<file path="src/rtl/std_ram_stream_reader_if.sv">
// rtl/std_ram_stream_reader_if.sv - command, RAM read port and output stream bundle for std_ram_stream_reader
interface std_ram_stream_reader_if #(
    parameter int DATA_WIDTH = 32,
    parameter int ADDR_WIDTH = 10
);
    logic                  start_valid;
    logic                  start_ready;
    logic [ADDR_WIDTH-1:0] start_addr;
    logic [ADDR_WIDTH:0]   start_count;

    logic                  ram_enable;
    logic [ADDR_WIDTH-1:0] ram_addr;
    logic [DATA_WIDTH-1:0] ram_data_out;

    logic                  out_valid;
    logic                  out_ready;
    logic [DATA_WIDTH-1:0] out_data;
    logic                  out_last;

    logic                  busy;

    // Reader side: drives the RAM read port and the output stream, accepts commands
    modport master (
        input  start_valid, start_addr, start_count, ram_data_out, out_ready,
        output start_ready, ram_enable, ram_addr, out_valid, out_data, out_last, busy
    );

    // Environment side: command initiator, block RAM and stream consumer
    modport slave (
        output start_valid, start_addr, start_count, ram_data_out, out_ready,
        input  start_ready, ram_enable, ram_addr, out_valid, out_data, out_last, busy
    );
endinterface

</file>
<file path="src/rtl/std_ram_stream_reader.sv">
// rtl/std_ram_stream_reader.sv - block RAM read DMA to valid/ready stream; optional abort via STD_RAM_STREAM_READER_ABORT_EN
module std_ram_stream_reader #(
    parameter int DATA_WIDTH = 32,
    parameter int ADDR_WIDTH = 10
) (
    input  logic clk,
    input  logic rst,
`ifdef STD_RAM_STREAM_READER_ABORT_EN
    input  logic abort,
`endif
    std_ram_stream_reader_if.master bus
);

    typedef enum logic [1:0] {
        IDLE  = 2'd0,
        READ  = 2'd1,
        DRAIN = 2'd2
    } state_t;

    state_t                state;
    state_t                state_nxt;
    logic [ADDR_WIDTH-1:0] addr_q;
    logic [ADDR_WIDTH:0]   remaining_q;
    logic                  out_valid_q;
    logic                  out_last_q;

    logic                  cmd_fire;
    logic                  beat_fire;
    logic                  issue;
    logic                  final_issue;
    logic                  abort_req;
    logic                  start_ready_c;
    logic                  busy_c;
    logic                  out_last_c;

`ifdef STD_RAM_STREAM_READER_ABORT_EN
    // Abort only matters while reads are still being issued
    assign abort_req = abort && (state == READ);
`else
    assign abort_req = 1'b0;
`endif

    assign cmd_fire    = bus.start_valid && start_ready_c;
    assign beat_fire   = out_valid_q && bus.out_ready;
    assign final_issue = issue && (remaining_q == (ADDR_WIDTH+1)'(1));

    // State register
    always_ff @(posedge clk) begin
        if (rst) begin
            state <= IDLE;
        end else begin
            state <= state_nxt;
        end
    end

    // Next-state logic
    always_comb begin
        state_nxt = state;
        case (state)
            IDLE: begin
                if (cmd_fire && (bus.start_count != '0)) begin
                    state_nxt = READ;
                end
            end
            READ: begin
                if (abort_req) begin
                    // A pending beat that is not taken this cycle becomes the closing beat
                    state_nxt = (out_valid_q && !bus.out_ready) ? DRAIN : IDLE;
                end else if (final_issue) begin
                    state_nxt = DRAIN;
                end
            end
            DRAIN: begin
                if (beat_fire && out_last_q) begin
                    state_nxt = IDLE;
                end
            end
            default: state_nxt = IDLE;
        endcase
    end

    // Output logic: reads are issued only when the output register can take the result
    always_comb begin
        start_ready_c = (state == IDLE);
        busy_c        = (state != IDLE);
        issue         = (state == READ) && !abort_req && (!out_valid_q || bus.out_ready);
        out_last_c    = out_last_q || (abort_req && out_valid_q);
    end

    assign bus.start_ready = start_ready_c;
    assign bus.busy        = busy_c;
    assign bus.ram_enable  = issue;
    assign bus.ram_addr    = addr_q;
    assign bus.out_valid   = out_valid_q;
    assign bus.out_data    = bus.ram_data_out;
    assign bus.out_last    = out_last_c;

    // Address/remaining counters: loaded on command, stepped on each issue
    always_ff @(posedge clk) begin
        if (rst) begin
            addr_q      <= '0;
            remaining_q <= '0;
        end else if (cmd_fire) begin
            addr_q      <= bus.start_addr;
            remaining_q <= bus.start_count;
        end else if (issue) begin
            addr_q      <= addr_q + ADDR_WIDTH'(1);
            remaining_q <= remaining_q - (ADDR_WIDTH+1)'(1);
        end else if (abort_req) begin
            remaining_q <= '0;
        end
    end

    // Output valid/last track the RAM read data, which the RAM holds while enable is low
    always_ff @(posedge clk) begin
        if (rst) begin
            out_valid_q <= 1'b0;
            out_last_q  <= 1'b0;
        end else if (issue) begin
            out_valid_q <= 1'b1;
            out_last_q  <= final_issue;
        end else if (beat_fire) begin
            out_valid_q <= 1'b0;
            out_last_q  <= 1'b0;
        end else if (abort_req && out_valid_q) begin
            out_last_q  <= 1'b1;
        end
    end

endmodule
</file>
<file path="src/flat_wrapper.sv">
// flat-port wrapper written by rule: the top's interface ports become plain ports
module std_ram_stream_reader_flat 
#(
    parameter int DATA_WIDTH = 32,
    parameter int ADDR_WIDTH = 10
)
  (clk, rst, bus_start_valid, bus_start_addr, bus_start_count, bus_ram_data_out, bus_out_ready, bus_start_ready, bus_ram_enable, bus_ram_addr, bus_out_valid, bus_out_data, bus_out_last, bus_busy);
  std_ram_stream_reader_if #(.DATA_WIDTH(DATA_WIDTH), .ADDR_WIDTH(ADDR_WIDTH)) bus_i ();
  input  logic clk;
  input  logic rst;
  input wire logic [$bits(bus_i.start_valid)-1:0] bus_start_valid;
  input wire logic [$bits(bus_i.start_addr)-1:0] bus_start_addr;
  input wire logic [$bits(bus_i.start_count)-1:0] bus_start_count;
  input wire logic [$bits(bus_i.ram_data_out)-1:0] bus_ram_data_out;
  input wire logic [$bits(bus_i.out_ready)-1:0] bus_out_ready;
  output wire logic [$bits(bus_i.start_ready)-1:0] bus_start_ready;
  output wire logic [$bits(bus_i.ram_enable)-1:0] bus_ram_enable;
  output wire logic [$bits(bus_i.ram_addr)-1:0] bus_ram_addr;
  output wire logic [$bits(bus_i.out_valid)-1:0] bus_out_valid;
  output wire logic [$bits(bus_i.out_data)-1:0] bus_out_data;
  output wire logic [$bits(bus_i.out_last)-1:0] bus_out_last;
  output wire logic [$bits(bus_i.busy)-1:0] bus_busy;
  assign bus_i.start_valid = bus_start_valid;
  assign bus_i.start_addr = bus_start_addr;
  assign bus_i.start_count = bus_start_count;
  assign bus_i.ram_data_out = bus_ram_data_out;
  assign bus_i.out_ready = bus_out_ready;
  assign bus_start_ready = bus_i.start_ready;
  assign bus_ram_enable = bus_i.ram_enable;
  assign bus_ram_addr = bus_i.ram_addr;
  assign bus_out_valid = bus_i.out_valid;
  assign bus_out_data = bus_i.out_data;
  assign bus_out_last = bus_i.out_last;
  assign bus_busy = bus_i.busy;
  std_ram_stream_reader #(.DATA_WIDTH(DATA_WIDTH), .ADDR_WIDTH(ADDR_WIDTH)) u_core (.clk(clk), .rst(rst), .bus(bus_i));
endmodule
</file>
<file path="config.mk">
export PLATFORM = sky130hd
export DESIGN_NAME = std_ram_stream_reader_flat
export DESIGN_NICKNAME = d
export VERILOG_FILES = /design/src/rtl/std_ram_stream_reader_if.sv /design/src/rtl/std_ram_stream_reader.sv /design/src/flat_wrapper.sv
export SDC_FILE = /design/constraint.sdc
export NUM_CORES = 1
export LEC_CHECK = 0
export BUFFER_PORTS_ARGS = -buffer_cell sky130_fd_sc_hd__buf_4
export CELL_PAD_IN_SITES_DETAIL_PLACEMENT = 0
export CELL_PAD_IN_SITES_GLOBAL_PLACEMENT = 1
export CORE_MARGIN = 2
export CORE_UTILIZATION = 29
export DETAILED_ROUTE_END_ITERATION = 10
export PLACE_DENSITY_LB_ADDON = 0.1
export REMOVE_ABC_BUFFERS = 1
export SYNTH_ARGS = -nofsm -noshare
export SYNTH_HDL_FRONTEND = slang
export SYNTH_SLANG_ARGS = --single-unit
</file>
<file path="constraint.sdc">
create_clock -name clk -period 2.05 [get_ports clk]
set_clock_uncertainty 0.2 [all_clocks]
set_input_delay 0.3075 -clock clk [delete_from_list [all_inputs] [get_ports clk]]
set_output_delay 0.3075 -clock clk [all_outputs]
set_load 0.03 [all_outputs]
</file>
==> qor.yml, run 1 <==
synth:
  synth_area_leaders: "dfxtp_1, buf_4, a21oi_1"
  postSynthAreaPerCell_sq_um: 8.00
  yosys_warnings: 0
  synthCells: 204
  synth_top_area_share_pct: 30.7
  ys.flop_type: "dfxtp_1"
  synth_edf_count: 0
  ys_seq_area_share_pct: 30.7
  synthDistinctLibCells: 41
  syn-cell-area_sq_mm: 0.00163
  synthArstFlopShare_pct: 0
  ys_ff_latch: 25
  yosys.area.top_type: "dfxtp_1"
worst_setup_path:
  regToRegSetupSlack_ns: 0.12
  critPathKind: "reg2out"
  reg2reg_from: "u_core.state[1]"
  r2r_cells: 4
  cp.required_ns: 1.54
  crit_arrival_ns: 1.43
  r2r_end: "u_core.remaining_q[9]"
  critPathMaxFanout: 6
  setup.worst_path.start_class: "register"
  cp-end-kind: "output port"
sta:
  setup_viol: 0
  rsz0062_at_grt: "false"
  finalCriticalPeriod_ns: 1.94
  relSlewSlack_pct: 71.9
  worstMarginPinSlew_ns: 0.416
  slew_viol_final: 0
  holdWs_ns: 0.0874
  fin_crit_sh_pct: 94.5
  hold_viol: 0
  fmax_mhz: 516
worst_hold_path:
  hold_class: "in2reg"
  min_path_cells: 3
  hp-start: "bus_start_count[0]"
  worst_hold_path.endpoint: "u_core.remaining_q[0]"
layout:
  multi_input_area_sq_um: 831
  layout_common_cells: "buf_4, dfxtp_1, nand2_1, a21oi_1, o21ai_0"
  fin_nets: 280
  mostFrequentLayoutCell: "buf_4"
  fillers: 609
  syn_to_final_growth_pct: 16.6
  design_area_sq_mm: 0.00190
  finalNonFillerCells: 291
  drive_above_1_share_pct: 30.6
  regArea_sq_um: 507
  diodes: 0
cts:
  cts_tree: "yes"
  clock_sinks: 25
  clockBufferDepth: 2
  numCtsBuffers: 3
  hold_buffers: 0
  h-tree-depth: 1
  cts-root-buf: "clkbuf_8"
  worstSkewPairLatency_ns: 0.28
  path_clk_slew_ns: 0.11
pwr:
  power_switching_w: 0.000464
  switching_share_pct: 35.1
  powerDensity_mw_per_mm2: 693
  clock_power_share_pct: 23.9
  ir_worst_vdd_v: 0.000363
  p_int_w: 0.000856
  combPwrFrac_pct: 32.5
  leakagePower_nw: 0.735
  fin_total_pwr_w: 0.00132
  seqPwrFrac_pct: 43.6
route:
  num_vias: 1586
  antenna_left: 0
  drt-initial-drc-count: 76
  remaining_drc_errors: 0
  dr_wl_met2_microns: 2230
  via_per_inst: 5.45
  met3WireLength_microns: 688
  wl_per_cell_microns: 19.2
  first_pass_iters: 4
  wl_met1_microns: 2640
  top_layer: "met4"
  routed_wl_microns: 5590
global_route:
  grt_max_degree: 27
  grt_pass1_vias: 1596
  antenna_found_initial: 0
  grt_pass1_wl_microns: 8960
  grt_usage_pct: 18.7
  grt_overflow: 0
place:
  io_buffers: 39
  dp.cells: 286
  place_congestion: 0.763
  dpl-instance-area_sq_mm: 0.00183
  dp_hpwl_microns: 4150
floorplan:
  io-pin-count: 104
  die_area_sq_mm: 0.00625
  dieHeight_microns: 79.0
  core_area_sq_mm: 0.00547
  start_util_pct: 29.8
  num_rows: 27
  chipWidth_microns: 79.0
outcome:
  outcome: "complete, no violations"
job:
  drv_cap: 0
[per-stage QoR]
step                util (%)  setup WS [ns]  setup TNS [ns]
finish                  34.8          0.112               0
global placement        33.5          0.156               0
CTS                     34.6         0.0290               0
detailed placement      33.5          0.111               0
global route            34.8         0.0274               0
floorplan                  -         -0.661          -10.01
[power by group through the flow]
stage               combinational [W]  sequential (W)  clock (W)
detailed placement           0.000425        0.000587          0
global route                 0.000474        0.000587   0.000352
global placement             0.000422        0.000584          0
floorplan                    0.000198        0.000612          0
finish                       0.000429        0.000576   0.000315
CTS                          0.000430        0.000576   0.000334
[worst max-delay path, cell delays in order, from the launching register on]
cell	delay, ns
dfxtp_4	0.38
or2b_2	0.33
nand2_4	0.08
inv_1	0.05
buf_4	0.14
buf_4	0.16
[how the worst max path moves through the flow]
stage,startpoint,endpoint,cells past startpoint
after global routing,u_core.state[1],u_core.remaining_q[9],4
after detailed placement,u_core.state[0],u_core.remaining_q[9],4
after floorplan,u_core.state[0],u_core.bus.ram_addr[5],4
after global placement,u_core.state[1],u_core.remaining_q[9],4
after CTS,u_core.bus.out_valid,bus_ram_enable,5
final,u_core.bus.out_valid,bus_ram_enable,5
[sequential cells by signal (all words and copies together) (netlist names)]
register,flops
u_core.remaining_q,11
u_core.bus.out_valid,1
u_core.state,2
u_core.bus.out_last,1
u_core.bus.ram_addr,10
[cell families (layout without fill, tap and decap cells)]
kind of cell,after synthesis,count (layout),synth area share [%]
compound gates,63,63,25.8
fa+ha+maj,3,3,2.30
buf+inv,50,65,19.4
simple gates,63,63,21.8
flops,25,25,30.7
[synth_stat cells (4+ instances only)]
library cell,n
buf_4,32
dfxtp_1,25
nand2_1,18
a21oi_1,17
o21ai_0,9
a31oi_1,8
clkbuf_1,8
inv_1,8
nand3_1,7
a32oi_1,6
nor3_1,5
or3_1,5
and3_1,4
nor2_1,4
o311ai_0,4
[layout make-up]
class / instances / share of cell area [%]
clock inverters: 1 / 0.394
repair buffers: 53 / 20.9
multi-input cells: 129 / 43.6
flip-flops and latches: 25 / 26.6
inverters: 8 / 1.58
clock buffers: 3 / 2.17
well taps: 72 / 4.73
[what timing repair did]
item                                    CTS  global route
gates resized for setup                   4             3
endpoints found under the setup margin    1             2
pin swaps                                 0             1
buffers inserted                          0             1
[per-layer routing]
metal  global-route usage (%)  vias up
li1                         -      758
met1                     26.6      731
met2                     23.9       93
met3                     11.6        4
met4                     2.07        0
met5                     4.55        -
Note: power is estimated with default switching activity, not from simulation.
==> run 2, diff against run 1 <==
SETUP_SLACK_MARGIN = 0.15   (was unset)
==> run 2 against run 1 <==
Sequential cell count did not move. Wire length rose by 1.1%. Sequential power barely moved. Setup slack improved by 0.039 ns. Non-clock buffer count rose by 2. Highest routed layer unchanged. Clock power barely moved. Largest power group unchanged. Critical path depth fell by 1. Critical endpoint is now u_core.remaining_q[9].
==> qor.yml, run 2 (same netlist as run 1, synthesis figures left out) <==
sta:
  slew_viol_final: 0  # unchanged
  rsz0062_at_grt: "true"  # was false
  fin_crit_sh_pct: 92.6  # was 94.5%
  worstMarginPinSlew_ns: 0.384  # was 0.416 ns
  setup_viol: 0  # unchanged
  fmax_mhz: 527  # was 516 MHz
  finalCriticalPeriod_ns: 1.90  # was 1.94 ns
  hold_viol: 0  # unchanged
  timing.final.ws_setup_ns: 0.151  # was 0.112 ns
  relSlewSlack_pct: 74.1  # was 71.9%
  fin_tns_setup_ns: 0  # unchanged
pwr:
  seqPwrFrac_pct: 43.4  # was 43.6%
  clock_power_share_pct: 23.6  # was 23.9%
  leakagePower_nw: 0.748  # was 0.735 nW
  power_switching_w: 0.000465  # was 0.000464 W
  p_int_w: 0.000860  # was 0.000856 W
  combPwrFrac_pct: 33.0  # was 32.5%
  powerDensity_mw_per_mm2: 686  # was 693 mW/mm^2
  switching_share_pct: 35.1  # about the same
  ir_worst_vdd_v: 0.000362  # was 0.000363 V
floorplan:
  num_rows: 27  # unchanged
  core_area_sq_mm: 0.00547  # unchanged
  chipWidth_microns: 79.0  # unchanged
  dieHeight_microns: 79.0  # unchanged
  die_area_sq_mm: 0.00625  # unchanged
  start_util_pct: 29.8  # unchanged
  io-pin-count: 104  # unchanged
route:
  drt-initial-drc-count: 73  # was 76
  antenna_left: 0  # unchanged
  num_vias: 1592  # was 1,586
  remaining_drc_errors: 0  # unchanged
  first_pass_iters: 4  # unchanged
  wl_per_cell_microns: 19.3  # was 19.2 microns
  routed_wl_microns: 5660  # was 5590 microns
  via_per_inst: 5.43  # was 5.45
cts:
  h-tree-depth: 1  # unchanged
  path_clk_slew_ns: 0.10  # was 0.11 ns
  clockBufferDepth: 2  # unchanged
  cts_tree: "yes"  # unchanged
  hold_buffers: 0  # unchanged
  clock_sinks: 25  # unchanged
  cts-root-buf: "clkbuf_8"  # unchanged
  worstSkewPairLatency_ns: 0.28  # about the same
  numCtsBuffers: 3  # unchanged
place:
  dp_hpwl_microns: 4150  # unchanged
  pre_cts_ws_ns: 0.111  # unchanged
  dpl-instance-area_sq_mm: 0.00183  # unchanged
  place_congestion: 0.763  # unchanged
  dp.cells: 286  # unchanged
  io_buffers: 39  # unchanged
worst_setup_path:
  worstSetupStartpoint: "u_core.state[1]"  # was u_core.bus.out_valid
  critPathKind: "reg2reg"  # was reg2out
  regToRegSetupSlack_ns: 0.15  # was 0.12 ns
  critPathMaxFanout: 5  # was 6
  reg2reg_from: "u_core.state[1]"  # unchanged
  cp.required_ns: 2.07  # was 1.54 ns
  r2r_cells: 4  # unchanged
  r2r_end: "u_core.remaining_q[9]"  # unchanged
  crit_arrival_ns: 1.92  # was 1.43 ns
  crit_end: "u_core.remaining_q[9]"  # was bus_ram_enable
  setup.worst_path.start_class: "register"  # unchanged
  cp-end-kind: "register"  # was output port
layout:
  syn_to_final_growth_pct: 18.3  # was 16.6%
  design_area_sq_mm: 0.00193  # was 0.00190 sq mm
  drive_above_1_share_pct: 32.1  # was 30.6%
  post-route-util_pct: 35.3  # was 34.8%
  fin_nets: 282  # was 280
  mostFrequentLayoutCell: "buf_4"  # unchanged
  largest_reg_flops: 11  # unchanged
  finalNonFillerCells: 293  # was 291
  regMostFlops: "u_core.remaining_q"  # unchanged
  diodes: 0  # unchanged
  fillers: 610  # was 609
  layout_common_cells: "buf_4, dfxtp_1, nand2_1, a21oi_1, o21ai_0"  # unchanged
worst_hold_path:
  hold_class: "in2reg"  # unchanged
global_route:
  antenna_found_initial: 0  # unchanged
  grt_overflow: 0  # unchanged
  grt_max_degree: 27  # unchanged
  grt_usage_pct: 18.9  # was 18.7%
  grt_pass1_wl_microns: 9060  # was 8960 microns
  grt_pass1_vias: 1619  # was 1,596
outcome:
  outcome: "complete, no violations"  # unchanged
job:
  drv_cap: 0  # unchanged
run 2: per-stage QoR:
| stage | hold slack, ns | total power (W) |
|---|---|---|
| after CTS | 0.0739 | 0.00135 |
| after floorplan | 0.177 | 0.000810 |
| after detailed placement | 0.277 | 0.00101 |
| final | 0.0888 | 0.00133 |
| after global placement | 0.263 | 0.00101 |
| after global routing | 0.0908 | 0.00142 |
run 2: how the worst min path moves through the flow:
| stage | start | slack [ns] | depth (start not counted) | end |
|---|---|---|---|---|
| floorplan | rst | 0.18 | 1 | u_core.bus.out_last |
| global placement | u_core.remaining_q[1] | 0.26 | 2 | u_core.remaining_q[1] |
| detailed placement | u_core.remaining_q[1] | 0.28 | 2 | u_core.remaining_q[1] |
| CTS | bus_start_count[0] | 0.07 | 3 | u_core.remaining_q[0] |
| global route | bus_start_count[0] | 0.09 | 3 | u_core.remaining_q[0] |
| finish | bus_start_count[0] | 0.09 | 3 | u_core.remaining_q[0] |
run 2: cell type report:
class / instances / area [sq um] / share of cell area [%]
Multi-Input combinational cell: 129 / 843 / 43.7
Timing Repair Buffer: 55 / 413 / 21.4
Sequential cell: 25 / 507 / 26.2
Tap cell: 72 / 90.1 / 4.66
Inverter: 8 / 30.0 / 1.55
Clock buffer: 3 / 41.3 / 2.14
Clock inverter: 1 / 7.51 / 0.389
run 2: power groups by stage:
| stage | sequential [W] | combinational (W) | clock [W] |
|---|---|---|---|
| after global placement | 0.000584 | 0.000422 | 0 |
| after CTS | 0.000574 | 0.000438 | 0.000334 |
| final | 0.000576 | 0.000437 | 0.000313 |
| after floorplan | 0.000612 | 0.000198 | 0 |
| after detailed placement | 0.000587 | 0.000425 | 0 |
| after global routing | 0.000586 | 0.000481 | 0.000352 |
run 2: worst max-delay path, cell delays in order (launching register included):
cell and delay [ns]:
dfxtp_4 0.37, nand2b_4 0.14, or4_4 0.51, or4_1 0.49
a31oi_1 0.13
run 2: routing by layer:
| metal | routed length (microns) | share of wire (%) | track usage [%] |
|---|---|---|---|
| met5 | 0 | 0 | 4.55 |
| met2 | 2280 | 40 | 24.6 |
| met1 | 2700 | 48 | 26.7 |
| met4 | 30 | 0.53 | 2.07 |
| met3 | 650 | 11 | 11.5 |
run 2: what timing repair did:
item,in CTS,in global routing
setup buffers,3,0
pin swaps,2,0
resized for setup,7,3
gates cloned,0,0
endpoints found under the setup margin,2,5
